<file path="config.mk">
export PLATFORM = sky130hd
export DESIGN_NAME = xm_mem_port
export DESIGN_NICKNAME = d
export VERILOG_FILES = /design/src/rtl/xm_mem_port.sv
export SDC_FILE = /design/constraint.sdc
export NUM_CORES = 1
export LEC_CHECK = 0
export BUFFER_PORTS_ARGS = -buffer_cell sky130_fd_sc_hd__buf_4
export CAP_MARGIN = 20
export CORE_UTILIZATION = 48
export CTS_CLUSTER_DIAMETER = 30
export CTS_CLUSTER_SIZE = 20
export DETAILED_ROUTE_END_ITERATION = 8
export GPL_ROUTABILITY_DRIVEN = 0
export PLACE_DENSITY = 0.8
export SKIP_LAST_GASP = 1
export SLEW_MARGIN = 0
export SYNTH_ARGS = -nofsm -noshare
export SYNTH_HDL_FRONTEND = slang
export SYNTH_SLANG_ARGS = --single-unit
</file>
<file path="constraint.sdc">
create_clock -name clock -period 4.75 [get_ports clock]
set_input_delay 0.2375 -clock clock [delete_from_list [all_inputs] [get_ports clock]]
set_output_delay 0.2375 -clock clock [all_outputs]
set_load 0.005 [all_outputs]
</file>
<file path="src/rtl/xm_mem_port.sv">
// xm_mem_port: X/M-stage memory port controller for the dual-issue pipeline.
// Arbitrates the top and bottom slots onto a single-port data memory,
// serializing top-then-bottom (one stall cycle) when both slots access memory,
// and returns load data per slot with a one-cycle valid pulse.
// Optional feature: define XM_STORE_FWD_EN to forward a top store's data to a
// same-address bottom load instead of serializing the pair.
module xm_mem_port #(
  parameter int ADDR_W = 12,
  parameter int DATA_W = 32
) (
  input  logic              clock,
  input  logic              reset,
  input  logic              mem_top,
  input  logic              mem_bot,
  input  logic              we_top,
  input  logic              we_bot,
  input  logic [ADDR_W-1:0] addr_top,
  input  logic [ADDR_W-1:0] addr_bot,
  input  logic [DATA_W-1:0] data_top,
  input  logic [DATA_W-1:0] data_bot,
  input  logic [DATA_W-1:0] dmem_q,
  output logic [ADDR_W-1:0] dmem_address,
  output logic [DATA_W-1:0] dmem_data,
  output logic              dmem_wren,
  output logic              stall,
  output logic [DATA_W-1:0] rdata_top,
  output logic [DATA_W-1:0] rdata_bot,
  output logic              rvalid_top,
  output logic              rvalid_bot
);

  typedef enum logic {
    IDLE = 1'b0,
    BOT  = 1'b1
  } state_t;

  // One entry of the result-tracking pipeline. slot: 0 = top, 1 = bottom.
  // fwd marks a bottom load satisfied from forwarded store data, not dmem_q.
  typedef struct packed {
    logic issued;
    logic slot;
    logic is_load;
    logic fwd;
  } tag_t;

  localparam tag_t TAG_NONE = '{issued: 1'b0, slot: 1'b0, is_load: 1'b0, fwd: 1'b0};

  state_t            state, state_nxt;
  logic [ADDR_W-1:0] bot_addr_q;
  logic [DATA_W-1:0] bot_data_q;
  logic              bot_we_q;
  logic [DATA_W-1:0] fwd_data_q;
  logic              fwd_hit;
  tag_t              issue_tag;
  tag_t              tag_q0;   // access issued last cycle; dmem_q valid now
  tag_t              tag_q1;   // result captured last cycle; drives rvalid_*

  // Top store followed by a same-address bottom load can skip serialization.
`ifdef XM_STORE_FWD_EN
  assign fwd_hit = (state == IDLE) && mem_top && we_top && mem_bot && !we_bot &&
                   (addr_top == addr_bot);
`else
  assign fwd_hit = 1'b0;
`endif

  // State register and capture of the deferred bottom access.
  always_ff @(posedge clock or posedge reset) begin
    if (reset) begin
      state      <= IDLE;
      bot_addr_q <= '0;
      bot_data_q <= '0;
      bot_we_q   <= 1'b0;
      fwd_data_q <= '0;
    end else begin
      // NOTE: sequential state uses non-blocking assignments so every register
      // samples pre-edge values regardless of statement order.
      state <= state_nxt;
      if (state == IDLE && state_nxt == BOT) begin
        bot_addr_q <= addr_bot;
        bot_data_q <= data_bot;
        bot_we_q   <= we_bot;
      end
      if (fwd_hit) fwd_data_q <= data_top;
    end
  end

  // Next state: a dual access without forwarding spends one cycle in BOT.
  always_comb begin
    state_nxt = state;
    case (state)
      IDLE: if (mem_top && mem_bot && !fwd_hit) state_nxt = BOT;
      BOT:  state_nxt = IDLE;
      default: state_nxt = IDLE;
    endcase
  end

  // Outputs: select which access drives dmem and what tag it leaves behind.
  always_comb begin
    // NOTE: every output gets a default first so no path through the case
    // can leave a value unassigned and infer a latch.
    dmem_address = '0;
    dmem_data    = '0;
    dmem_wren    = 1'b0;
    stall        = 1'b0;
    issue_tag    = TAG_NONE;
    if (!reset) begin
      case (state)
        IDLE: begin
          if (mem_top) begin
            dmem_address = addr_top;
            dmem_data    = data_top;
            dmem_wren    = we_top;
            stall        = mem_bot && !fwd_hit;
            if (fwd_hit)
              issue_tag = '{issued: 1'b1, slot: 1'b1, is_load: 1'b1, fwd: 1'b1};
            else
              issue_tag = '{issued: 1'b1, slot: 1'b0, is_load: !we_top, fwd: 1'b0};
          end else if (mem_bot) begin
            dmem_address = addr_bot;
            dmem_data    = data_bot;
            dmem_wren    = we_bot;
            issue_tag    = '{issued: 1'b1, slot: 1'b1, is_load: !we_bot, fwd: 1'b0};
          end
        end
        BOT: begin
          dmem_address = bot_addr_q;
          dmem_data    = bot_data_q;
          dmem_wren    = bot_we_q;
          issue_tag    = '{issued: 1'b1, slot: 1'b1, is_load: !bot_we_q, fwd: 1'b0};
        end
        default: ;
      endcase
    end
  end

  // Tag pipeline and load-result capture; reset drops anything in flight.
  always_ff @(posedge clock or posedge reset) begin
    if (reset) begin
      tag_q0    <= TAG_NONE;
      tag_q1    <= TAG_NONE;
      rdata_top <= '0;
      rdata_bot <= '0;
    end else begin
      tag_q0 <= issue_tag;
      tag_q1 <= tag_q0;
      if (tag_q0.issued && tag_q0.is_load) begin
        if (!tag_q0.slot) rdata_top <= dmem_q;
        else              rdata_bot <= tag_q0.fwd ? fwd_data_q : dmem_q;
      end
    end
  end

  assign rvalid_top = tag_q1.issued && tag_q1.is_load && !tag_q1.slot;
  assign rvalid_bot = tag_q1.issued && tag_q1.is_load &&  tag_q1.slot;

endmodule

</file>
=== Word level (Yosys, flattened, before mapping) ===
Cells that the tools add are included.

* Bits in registers: 117
* Logic and storage cells: 49

* Mux-type cells: 22
* Bitwise operators: 2
* Reduce and logical (&&, ||, !) cells: 12

{| class="wikitable"
|+ Operator list
! kind !! number
|-
| $mux W32 || 4
|-
| $pmux W32 S2 || 1
|-
| $mux W12 || 3
|-
| $pmux W12 S2 || 1
|-
| $mux W4 || 3
|-
| $pmux W4 S2 || 1
|-
| $mux W1 || 7
|-
| $logic_and A1 B1 Y1 || 6
|-
| $logic_not A1 Y1 || 4
|-
| $pmux W1 S2 || 2
|-
| $reduce_and A2 Y1 || 2
|-
| $not A1 Y1 || 2
|}

=== Longest topological paths before layout ===
* Depth in word-level cells: 5
* Depth in mapped cells: 4
* Gate-level depth less buffers: 2

=== Least setup slack after synthesis ===
OpenSTA, ideal clock, no wires.

* Kind: input-to-reg
* From: in reset
* To: reg tag_q0[2] (netlist name)
* Arrival: 3.123 ns
* Slack: 1.552 ns
* Stages: 3
* Path buffers: 1
* Cell sequence: buf_1 > inv_1 > o21a_1

{| class="wikitable"
|+ RTL lines
! what !! line !! text
|-
| start: declaration || 12 || <nowiki>input logic reset,</nowiki>
|-
| end signal: assignment || 144 || <nowiki>tag_q0 <= issue_tag;</nowiki>
|-
| end: declaration || 55 || <nowiki>tag_t tag_q0;</nowiki>
|}

=== Final worst setup path ===
* From: reg state
* To: out dmem_data[2]

* Cells in the longest elaborated chain, start to end: 3

{| class="wikitable"
|+ Ends and longest elaborated chain
! what !! line !! text
|-
| start: declaration || 48 || <nowiki>state_t state, state_nxt;</nowiki>
|-
| start signal: assignment || 77 || <nowiki>state <= state_nxt;</nowiki>
|-
| $not A1 Y1 || 107 || <nowiki>case (state)</nowiki>
|-
| $pmux W32 S2 * || 107 ||
|-
| $mux W32 * || 106 || <nowiki>if (!reset) begin</nowiki>
|-
| end: declaration || 23 || <nowiki>output logic [DATA_W-1:0] dmem_data,</nowiki>
|}

Mark *: on every way between the ends. The rest lies on a longest branch, timed or not.

==> reports/results.tsv <==
metric	value	unit
status	complete, no violations	
CTS tree	done	
largest net degree at the start of global routing	96	
Max clock buf depth	2	
async set-reset flop share out of synthesis	1.00	
Worst Hold Slack	0.0755	ns
CP delay by family, top	buffers and inverters	
CP max stage cell	buf_4	
via count of the routed design	4566	
Tot GR Track Use	0.229	
post-placement cell count	807	
Final Hold Fails	0	
Post CTS Setup Buffer Count	0	
Synthesized Nets	589	
initial antenna violation count	0	
I/O pin cnt	238	
Setup crit start kind	flip-flop	
DR iter-0 viols	230	
area grow syn2layout	41.6	%
n_diodes	0	
layout net count	809	
fin crit share	0.507	
drt wl/cell	16.4	microns
# fillers	827	
Worst Tran Pin Value	0.859	ns
first-pass GRT wire length	22.3	mm
post-synth cell types	21	
synthesized instance count	463	
Finish-stage setup viols	0	
Slew Limit Fails	0	
vias in the first global route	4609	
CP max stage delay	0.66	ns
grt total ovfl	0	
Max-slew headroom	0.427	
Critical Path AT	2.17	ns
Final ANT Viol Nets	0	
Critical Path Most Common Cell	buf_4	
Data required, critical path	4.51	ns
Reg-to-Reg Start	state$_DFF_PP0_	
Total Power	3.41	mW
H-tree depth	4	
crit path launch	state$_DFF_PP0_	
# hold bufs at CTS	0	
Routed WL	13.7	mm
CTS root buf	clkbuf_16	
CP max FO	94	
vias per cell	5.45	
maximum vdd drop	0.000382	V
pwr dens	424	nW/um^2
DRC Markers	0	
# rows	39	
hold path start	data_bot[11]	
Final HPWL DP	9.64	mm
MaxCap Viol Count	0	
setup TNS	0	ns
HP Class	input port to flip-flop	
CTS clk-pin slew, worst paths	0.05	ns
sequence of cells on the critical path	buf_4 -> a21oi_1 -> a221oi_1 -> buf_4	
CP endpoint kind	output pin	
CTS resizes	0	
final cell count without fillers	838	
clock skew	0.00535	ns
CP Buf/Inv Count	2	
share of cells above drive strength 1	0.547	
RSZ-0062 raised after global routing	false	
critical setup path kind	flip-flop to output pin	
Final min period	2.41	ns
Avg Cell Area, Syn	12.2	sq um
register-to-register setup slack	2.89	ns
warning count from the yosys run	0	
buffers added on ports	237	
EDFF count, synth	0	
Pleak	3.89	nW
Cell Area, Synth	5670	sq um
Clock Latency Late Sink	0.40	ns
drt pass-1 iters	4	
Clock Sink Count	116	
Num CTS Buffers	17	
die area	12300	sq um
post-synthesis register bit count	116	
Die X-Extent	111	microns
post-synthesis sequential area ratio	0.512	
fmax	416	MHz
Synth Flop Type	dfrtp_1	
DIE HEIGHT	111	microns
core area	11500	sq um
initial core utilization	0.494	
[Yosys cell counts, drive strengths merged (2+ instances only)]
cell type,n,area [sq um]
mux2,109,1330
a221oi,45,394
nor2b,2,12.5
dfrtp,116,2900
clkbuf,13,48.8
buf,28,165
a21oi,46,230
nand3b,47,353
inv,47,176
nor2,3,11.3
[placed cells by master, fill, tap and decap left out]
cell and count:
a21oi_1 46, a221oi_1 45, and3_1 1, buf_4 242, bufinv_16 3, clkbuf_1 4
clkbuf_16 17, clkinv_2 4, clkinv_4 1, clkinvlp_4 2, dfrtp_1 115, dfrtp_2 1
inv_1 46, inv_4 1, mux2_2 81, mux2_4 28, nand2_1 1, nand3_1 1
nand3b_1 47, nor2_1 3, nor2b_1 2, nor3_1 1, nor3b_1 1, o21a_1 1
o31a_1 1
[state kept, by name, indices dropped and copies added (netlist names)]
name,cells
state,1
rdata_bot,32
bot_addr_q,12
bot_we_q,1
tag_q0,3
tag_q1,3
bot_data_q,32
rdata_top,32
[path summary, 6_finish.rpt]
check,endpoint,cells past startpoint
max in group asynchronous,bot_addr_q[0]$_DFFE_PP0P_,3
worst min-delay path,bot_data_q[11]$_DFFE_PP0P_,2
min in group asynchronous,bot_data_q[2]$_DFFE_PP0P_,2
worst min register to register,tag_q1[2]$_DFF_PP0_,0
worst max-delay path,dmem_data[2],4
worst max register to register,bot_data_q[29]$_DFFE_PP0P_,3
[area by class of cell]
type                       count  area, sq um  area share
clock inverter                10          134      0.0167
timing repair buffer         242         1820       0.226
multi-input combinational    259         2380       0.296
tap                          143          179      0.0223
clock buffer                  21          440      0.0548
inverter                      47          179      0.0223
sequential                   116         2900       0.362
[stage by stage]
stage	setup WS, ns	cell area, sq um	util
2_1_floorplan	1.23	5670	-
3_3_place_gp	2.53	7460	0.650
3_5_place_dp	2.43	7460	0.650
4_1_cts	2.37	8030	0.700
5_1_grt	2.24	8030	0.700
6_report	2.34	8030	0.700
[where the power goes]
part | leakage [nW] | switching, mW | internal, mW
combinational | 2.25 | 0.299 | 0.532
clock | 0.277 | 0.408 | 0.816
sequential | 1.36 | 0.127 | 1.22
total | 3.89 | 0.835 | 2.57
[cell families after synthesis]
| group | share of synthesized area |
|---|---|
| flops | 0.512 |
| mux | 0.235 |
| compound gates | 0.113 |
| buf+inv | 0.0688 |
| simple gates | 0.0713 |
[routing by layer]
| layer | global-route usage | routed length [microns] |
|---|---|---|
| met1 | 0.285 | 5820 |
| met2 | 0.380 | 6670 |
| met3 | 0.0508 | 859 |
| met4 | 0.110 | 386 |
| met5 | 0 | 0 |
(Power assumes the default switching activity.)
